--- src/rtl/divider_arbiter.sv ---
// Round-robin arbiter sharing one iterative signed divider among REQUESTERS clients.
// Define DIVIDER_ARBITER_TIMEOUT_EN to bound the BUSY wait by TIMEOUT cycles.
module divider_arbiter #(
    parameter int unsigned WIDTH      = 4,
    parameter int unsigned REQUESTERS = 4,
    parameter int unsigned TIMEOUT    = WIDTH + 4
) (
    input  logic                        clock,
    input  logic                        reset_n,
    input  logic [REQUESTERS-1:0]       request,
    input  logic [REQUESTERS*WIDTH-1:0] dividend,
    input  logic [REQUESTERS*WIDTH-1:0] divisor,
    output logic [REQUESTERS-1:0]       grant,
    output logic [REQUESTERS-1:0]       done,
    output logic [WIDTH-1:0]            quotient,
    output logic [WIDTH-1:0]            remainder,
    output logic                        fault,
    output logic                        divStart,
    output logic [WIDTH-1:0]            divDividend,
    output logic [WIDTH-1:0]            divDivisor,
    input  logic [WIDTH-1:0]            divQuotient,
    input  logic [WIDTH-1:0]            divRemainder,
    input  logic                        divReady
);

    localparam int unsigned PtrW = (REQUESTERS > 1) ? $clog2(REQUESTERS) : 1;

    typedef enum logic [2:0] {StIdle, StIssue, StSettle, StBusy, StRespond} state_e;

    state_e                  state_q, state_d;
    logic [PtrW-1:0]         pointer_q, pointer_d;
    logic [PtrW-1:0]         gnt_idx_q, gnt_idx_d;
    logic [REQUESTERS-1:0]   grant_q, grant_d;
    logic [REQUESTERS-1:0]   done_q, done_d;
    logic [WIDTH-1:0]        quotient_q, quotient_d;
    logic [WIDTH-1:0]        remainder_q, remainder_d;
    logic                    fault_q, fault_d;
    logic                    start_q, start_d;
    logic [WIDTH-1:0]        dvd_q, dvd_d;
    logic [WIDTH-1:0]        dvs_q, dvs_d;

    logic                    found;
    logic [PtrW-1:0]         sel_idx;
    logic [PtrW:0]           sum;
    logic [WIDTH-1:0]        sel_dvd;
    logic [WIDTH-1:0]        sel_dvs;

`ifdef DIVIDER_ARBITER_TIMEOUT_EN
    localparam int unsigned CntW = $clog2(TIMEOUT + 1);
    logic [CntW-1:0] cnt_q, cnt_d;
`endif

    // First requester at or after the pointer, wrapping modulo REQUESTERS.
    always_comb begin
        found   = 1'b0;
        sel_idx = '0;
        sum     = '0;
        for (int i = 0; i < int'(REQUESTERS); i++) begin
            sum = {1'b0, pointer_q} + (PtrW+1)'(i);
            if (sum >= (PtrW+1)'(REQUESTERS)) begin
                sum = sum - (PtrW+1)'(REQUESTERS);
            end
            if (!found && request[sum[PtrW-1:0]]) begin
                found   = 1'b1;
                sel_idx = sum[PtrW-1:0];
            end
        end
        sel_dvd = '0;
        sel_dvs = '0;
        for (int i = 0; i < int'(REQUESTERS); i++) begin
            if (sel_idx == PtrW'(i)) begin
                sel_dvd = dividend[i*WIDTH +: WIDTH];
                sel_dvs = divisor[i*WIDTH +: WIDTH];
            end
        end
    end

    always_comb begin
        state_d     = state_q;
        pointer_d   = pointer_q;
        gnt_idx_d   = gnt_idx_q;
        grant_d     = grant_q;
        done_d      = '0;
        quotient_d  = quotient_q;
        remainder_d = remainder_q;
        fault_d     = fault_q;
        start_d     = 1'b0;
        dvd_d       = dvd_q;
        dvs_d       = dvs_q;
`ifdef DIVIDER_ARBITER_TIMEOUT_EN
        cnt_d       = cnt_q;
`endif
        unique case (state_q)
            StIdle: begin
                if (found) begin
                    grant_d          = '0;
                    grant_d[sel_idx] = 1'b1;
                    gnt_idx_d        = sel_idx;
                    dvd_d            = sel_dvd;
                    dvs_d            = sel_dvs;
                    if (sel_dvs == '0) begin
                        state_d     = StRespond;
                        done_d      = grant_d;
                        fault_d     = 1'b1;
                        quotient_d  = '0;
                        remainder_d = '0;
                    end else begin
                        state_d = StIssue;
                        start_d = 1'b1;
                    end
                end
            end
            StIssue: state_d = StSettle;
            StSettle: begin
                if (divReady) begin
                    state_d     = StRespond;
                    done_d      = grant_q;
                    fault_d     = 1'b0;
                    quotient_d  = divQuotient;
                    remainder_d = divRemainder;
                end else begin
                    state_d = StBusy;
`ifdef DIVIDER_ARBITER_TIMEOUT_EN
                    cnt_d   = '0;
`endif
                end
            end
            StBusy: begin
                if (divReady) begin
                    state_d     = StRespond;
                    done_d      = grant_q;
                    fault_d     = 1'b0;
                    quotient_d  = divQuotient;
                    remainder_d = divRemainder;
                end
`ifdef DIVIDER_ARBITER_TIMEOUT_EN
                else if (cnt_q == CntW'(TIMEOUT - 1)) begin
                    state_d     = StRespond;
                    done_d      = grant_q;
                    fault_d     = 1'b1;
                    quotient_d  = '0;
                    remainder_d = '0;
                end else begin
                    cnt_d = cnt_q + 1'b1;
                end
`endif
            end
            StRespond: begin
                grant_d   = '0;
                pointer_d = (gnt_idx_q == PtrW'(REQUESTERS - 1)) ? '0 : gnt_idx_q + 1'b1;
                state_d   = StIdle;
            end
            default: state_d = StIdle;
        endcase
    end

    always_ff @(posedge clock or negedge reset_n) begin
        if (!reset_n) begin
            state_q     <= StIdle;
            pointer_q   <= '0;
            gnt_idx_q   <= '0;
            grant_q     <= '0;
            done_q      <= '0;
            quotient_q  <= '0;
            remainder_q <= '0;
            fault_q     <= 1'b0;
            start_q     <= 1'b0;
            dvd_q       <= '0;
            dvs_q       <= '0;
`ifdef DIVIDER_ARBITER_TIMEOUT_EN
            cnt_q       <= '0;
`endif
        end else begin
            state_q     <= state_d;
            pointer_q   <= pointer_d;
            gnt_idx_q   <= gnt_idx_d;
            grant_q     <= grant_d;
            done_q      <= done_d;
            quotient_q  <= quotient_d;
            remainder_q <= remainder_d;
            fault_q     <= fault_d;
            start_q     <= start_d;
            dvd_q       <= dvd_d;
            dvs_q       <= dvs_d;
`ifdef DIVIDER_ARBITER_TIMEOUT_EN
            cnt_q       <= cnt_d;
`endif
        end
    end

    assign grant       = grant_q;
    assign done        = done_q;
    assign quotient    = quotient_q;
    assign remainder   = remainder_q;
    assign fault       = fault_q;
    assign divStart    = start_q;
    assign divDividend = dvd_q;
    assign divDivisor  = dvs_q;

endmodule

--- config.mk ---
export PLATFORM = sky130hd
export DESIGN_NAME = divider_arbiter
export DESIGN_NICKNAME = d
export VERILOG_FILES = /design/src/rtl/divider_arbiter.sv
export SDC_FILE = /design/constraint.sdc
export NUM_CORES = 1
export LEC_CHECK = 0
export ABC_AREA = 1
export CORE_MARGIN = 1.5
export CORE_UTILIZATION = 45
export DETAILED_ROUTE_END_ITERATION = 7
export GPL_ROUTABILITY_DRIVEN = 0
export PLACE_DENSITY = 0.81
export RECOVER_POWER = 25
export SLEW_MARGIN = 20
export SYNTH_ARGS = -nofsm -noshare
export SYNTH_HDL_FRONTEND = slang
export SYNTH_SLANG_ARGS = --single-unit
--- constraint.sdc ---
create_clock -name clock -period 4.2 [get_ports clock]
set_input_delay 0.42 -clock clock [delete_from_list [all_inputs] [get_ports clock]]
set_output_delay 0.42 -clock clock [all_outputs]
set_load 0.05 [all_outputs]
==> qor.txt <==
Max Cap Violations = 1
hold_sp = quotient[1]$_DFFE_PN0P_
min Tclk post-route = 2731 ps
Worst Path Required = 4360 ps
CORE AREA = 4058 µm²
DRC violations left = 0
cts hold-fix bufs = 0
vias in the first global route = 1730
slowest stage delay, CP = 570 ps
first-pass GRT wire length = 7472 µm
Pwr per Cell Area = 967.3 nW/µm²
Post-synth EDFFs = 0
Hold Fails Final Rpt = 0
Comb power frac = 70.4%
CP max FO = 16
HPWL Detailed = 3664 µm
Critical Path Most Common Cell = nand2_1
Clock Skew = 7.877 ps
Die H = 68.59 µm
initial core utilization = 47.70%
largest net degree at the start of global routing = 34
mapped cell area = 1936 µm²
setup bufs post-CTS = 0
Die X = 68.59 µm
reg-to-reg startpoint = pointer_q[0]$_DFFE_PN0P_
share of layout cells above drive strength 1 = 13.40%
Layout area overhead = 42.60%
Total GRT Usage = 21.12%
total grt overflow = 0
WHS Endpoint = quotient[1]$_DFFE_PN0P_
clock power share = 8.6%
unrepaired setup endpoints after global routing = no
Sink Count = 33
Initial DRC Count = 113
IO buf count = 72
leak pwr = 1.309 nW
VDD IR max = 566.0 µV
Startpoint Class = register
post-cts resize count = 0
Synth top area share = 42.66%
Hold Crit Class = register to register
crit end category = register
Die Area = 4704 µm²
Worst R2R Path Depth = 13
Rel. slew slack = -15.50%
Internal = 1.177 mW
final std cell area, no fill = 2760 µm²
Worst Hold Path Cells = 2
Yosys cell types = 29
worst slack, placed = 1323 ps
Worst path slowest cell = dfrtp_1
setup ws final = 1469 ps
Setup Crit Path Kind = register to register
Hold Slack = 486.8 ps
Num CTS Buffers = 5
CTS clock-pin slew for the worst setup and hold paths = 70 ps
Fin Setup TNS = 0 ps
Final Setup Violations = 0
fillcell total = 341
Tot Pwr = 2.670 mW
I/O Pins = 73
status = complete, but fails checks
final slew viol count = 34
Max Root-Sink Buffers = 2
Antenna Violating Nets Remaining = 0
failing checks = max-capacitance violations, max-slew violations
Vias/cell = 5.035
FMAX = 0.3661 GHz
Clock H-tree levels = 2
Area contributors post-synth = dfrtp_1 (43%), nand2_1 (17%), nand3_1 (4.9%)
fin nets = 368
antenna violations before repair = 0
WP data arrival = 2900 ps
number of synthesis warnings = 0
num rows = 23
#FFs+latches synth = 33
clk_lat worst skew = 280 ps
crit-path cells = inv_2 -> nand2_1 -> nand2_1 -> nand2_1 -> nand2_2 -> nor2_4 -> nand2_1 -> nor2_1 -> inv_1 -> nand2_1 -> clkinv_1 -> nand3_1 -> o22ai_1
TritonCTS clock tree = built
final wirelength = 4660 µm
Routed wire per std cell = 12.56 µm
sequential-to-total area share from yosys stat = 42.66%
Flop pwr share = 21.0%
routed via count = 1868
post-placement cell area = 2678 µm²
Post-Syn Nets = 293
Worst-Margin Slew = 1733 ps
asr flop ratio synth = 100.0%
reg2reg end = done[2]$_DFF_PN0_
ANT cells = 0
dominant cell type by area after synthesis = dfrtp_1
leading register cell type out of synthesis = dfrtp_1
Sw Ratio = 55.93%
P_sw = 1.493 mW
synthesized area per cell = 7.900 µm²
crit share post-route = 65.03%
root buffer cell = clkbuf_8
DR pass1 iterations = 4
Synth Instances = 245
R2R Setup Slk = 1470 ps
## layout make-up
type | instances | area (µm²) | area share (%)
tap | 50 | 62.56 | 2.267
clock inverter | 3 | 17.52 | 0.6346
multi-input combinational | 181 | 963.4 | 34.90
clock buffer | 5 | 68.82 | 2.493
timing repair buffer | 73 | 724.4 | 26.25
inverter | 26 | 97.59 | 3.536
sequential | 33 | 825.8 | 29.92
## per-stage QoR
| stage | util (%) | std cells |
|---|---|---|
| 3_3_place_gp | 65.99 | 363 |
| 6_report | 68.02 | 371 |
| 5_1_grt | 68.02 | 371 |
| 2_1_floorplan | - | 245 |
| 3_5_place_dp | 65.99 | 363 |
| 4_1_cts | 68.12 | 371 |
## metal layers
| layer | part of all wire (%) | routed length [µm] | track usage, % | vias up |
|---|---|---|---|---|
| li1 | - | - | - | 944 |
| met2 | 49 | 2290 | 34.01 | 59 |
| met5 | 0 | 0 | 0 | - |
| met4 | 0.97 | 45 | 7.000 | 0 |
| met3 | 6.2 | 290 | 7.305 | 6 |
| met1 | 44 | 2034 | 26.39 | 859 |
## flip-flops by register name, summed over array words and instances (netlist names), 2 cells and up
register,count
divDivisor,4
gnt_idx_q,2
remainder,4
grant,4
divDividend,4
done,4
quotient,4
pointer_q,2
state_q,3
## cell usage after synthesis, types with 2 or more instances
| cell | n |
|---|---|
| a21oi_1 | 5 |
| a221oi_1 | 2 |
| a41oi_1 | 2 |
| buf_6 | 4 |
| dfrtp_1 | 33 |
| inv_1 | 22 |
| inv_2 | 3 |
| nand2_1 | 88 |
| nand2_2 | 13 |
| nand2_4 | 4 |
| nand3_1 | 19 |
| nand3_2 | 6 |
| nand4_1 | 5 |
| nand4_2 | 2 |
| nor2_1 | 10 |
| nor2_2 | 2 |
| nor2_4 | 3 |
| o21ai_0 | 8 |
| o22ai_1 | 4 |
## cells by family (layout without fill, tap and decap cells)
| family | after synthesis | after routing | synth area share, % |
|---|---|---|---|
| compound gates | 25 | 25 | 7.886 |
| fa+ha+maj | 1 | 1 | 0.6463 |
| buf+inv | 31 | 107 | 7.562 |
| flops | 33 | 33 | 42.66 |
| simple gates | 155 | 155 | 41.24 |
## worst max-delay path by stage
stage                                        start                   end  slack, ps  depth (start not counted)
after floorplan           pointer_q[0]$_DFFE_PN0P_     fault$_DFFE_PN0P_       2090                         18
after global placement                  request[3]     done[2]$_DFF_PN0_       1350                         13
after detailed placement                request[3]     done[2]$_DFF_PN0_       1320                         13
after CTS                 pointer_q[0]$_DFFE_PN0P_     done[2]$_DFF_PN0_       1490                         13
after global routing      pointer_q[0]$_DFFE_PN0P_  grant[2]$_DFFE_PN0P_       1170                         13
final                     pointer_q[0]$_DFFE_PN0P_     done[2]$_DFF_PN0_       1470                         13
## power by group through the flow
stage,clock (mW),sequential [mW],combinational [mW]
after detailed placement,0,0.562,1.88
after CTS,0.236,0.560,1.89
final,0.229,0.562,1.88
after global placement,0,0.563,1.84
after global routing,0.251,0.578,2.05
after floorplan,0,0.886,1.16
## worst max-delay path: cells and delay by family (launching register included)
family / cells / cell delay (ps)
compound gates: 1 / 100
simple gates: 9 / 1310
flops: 1 / 570
buf+inv: 3 / 620
## placed cells by master, fill, tap and decap left out, types with 2 or more instances in the layout
cell,instances
clkbuf_8,5
o22ai_1,4
inv_1,22
nand2_2,13
a21oi_1,5
a221oi_1,2
nor2_2,2
nand2_1,88
clkdlybuf4s50_1,71
nand4_2,2
nand4_1,5
nand2_4,4
nor2_1,10
nor2_4,3
nand3_2,6
nand3_1,19
dfrtp_1,33
o21ai_0,8
clkinv_2,2
inv_2,3
a41oi_1,2
Note: power is estimated with default switching activity, not from simulation.
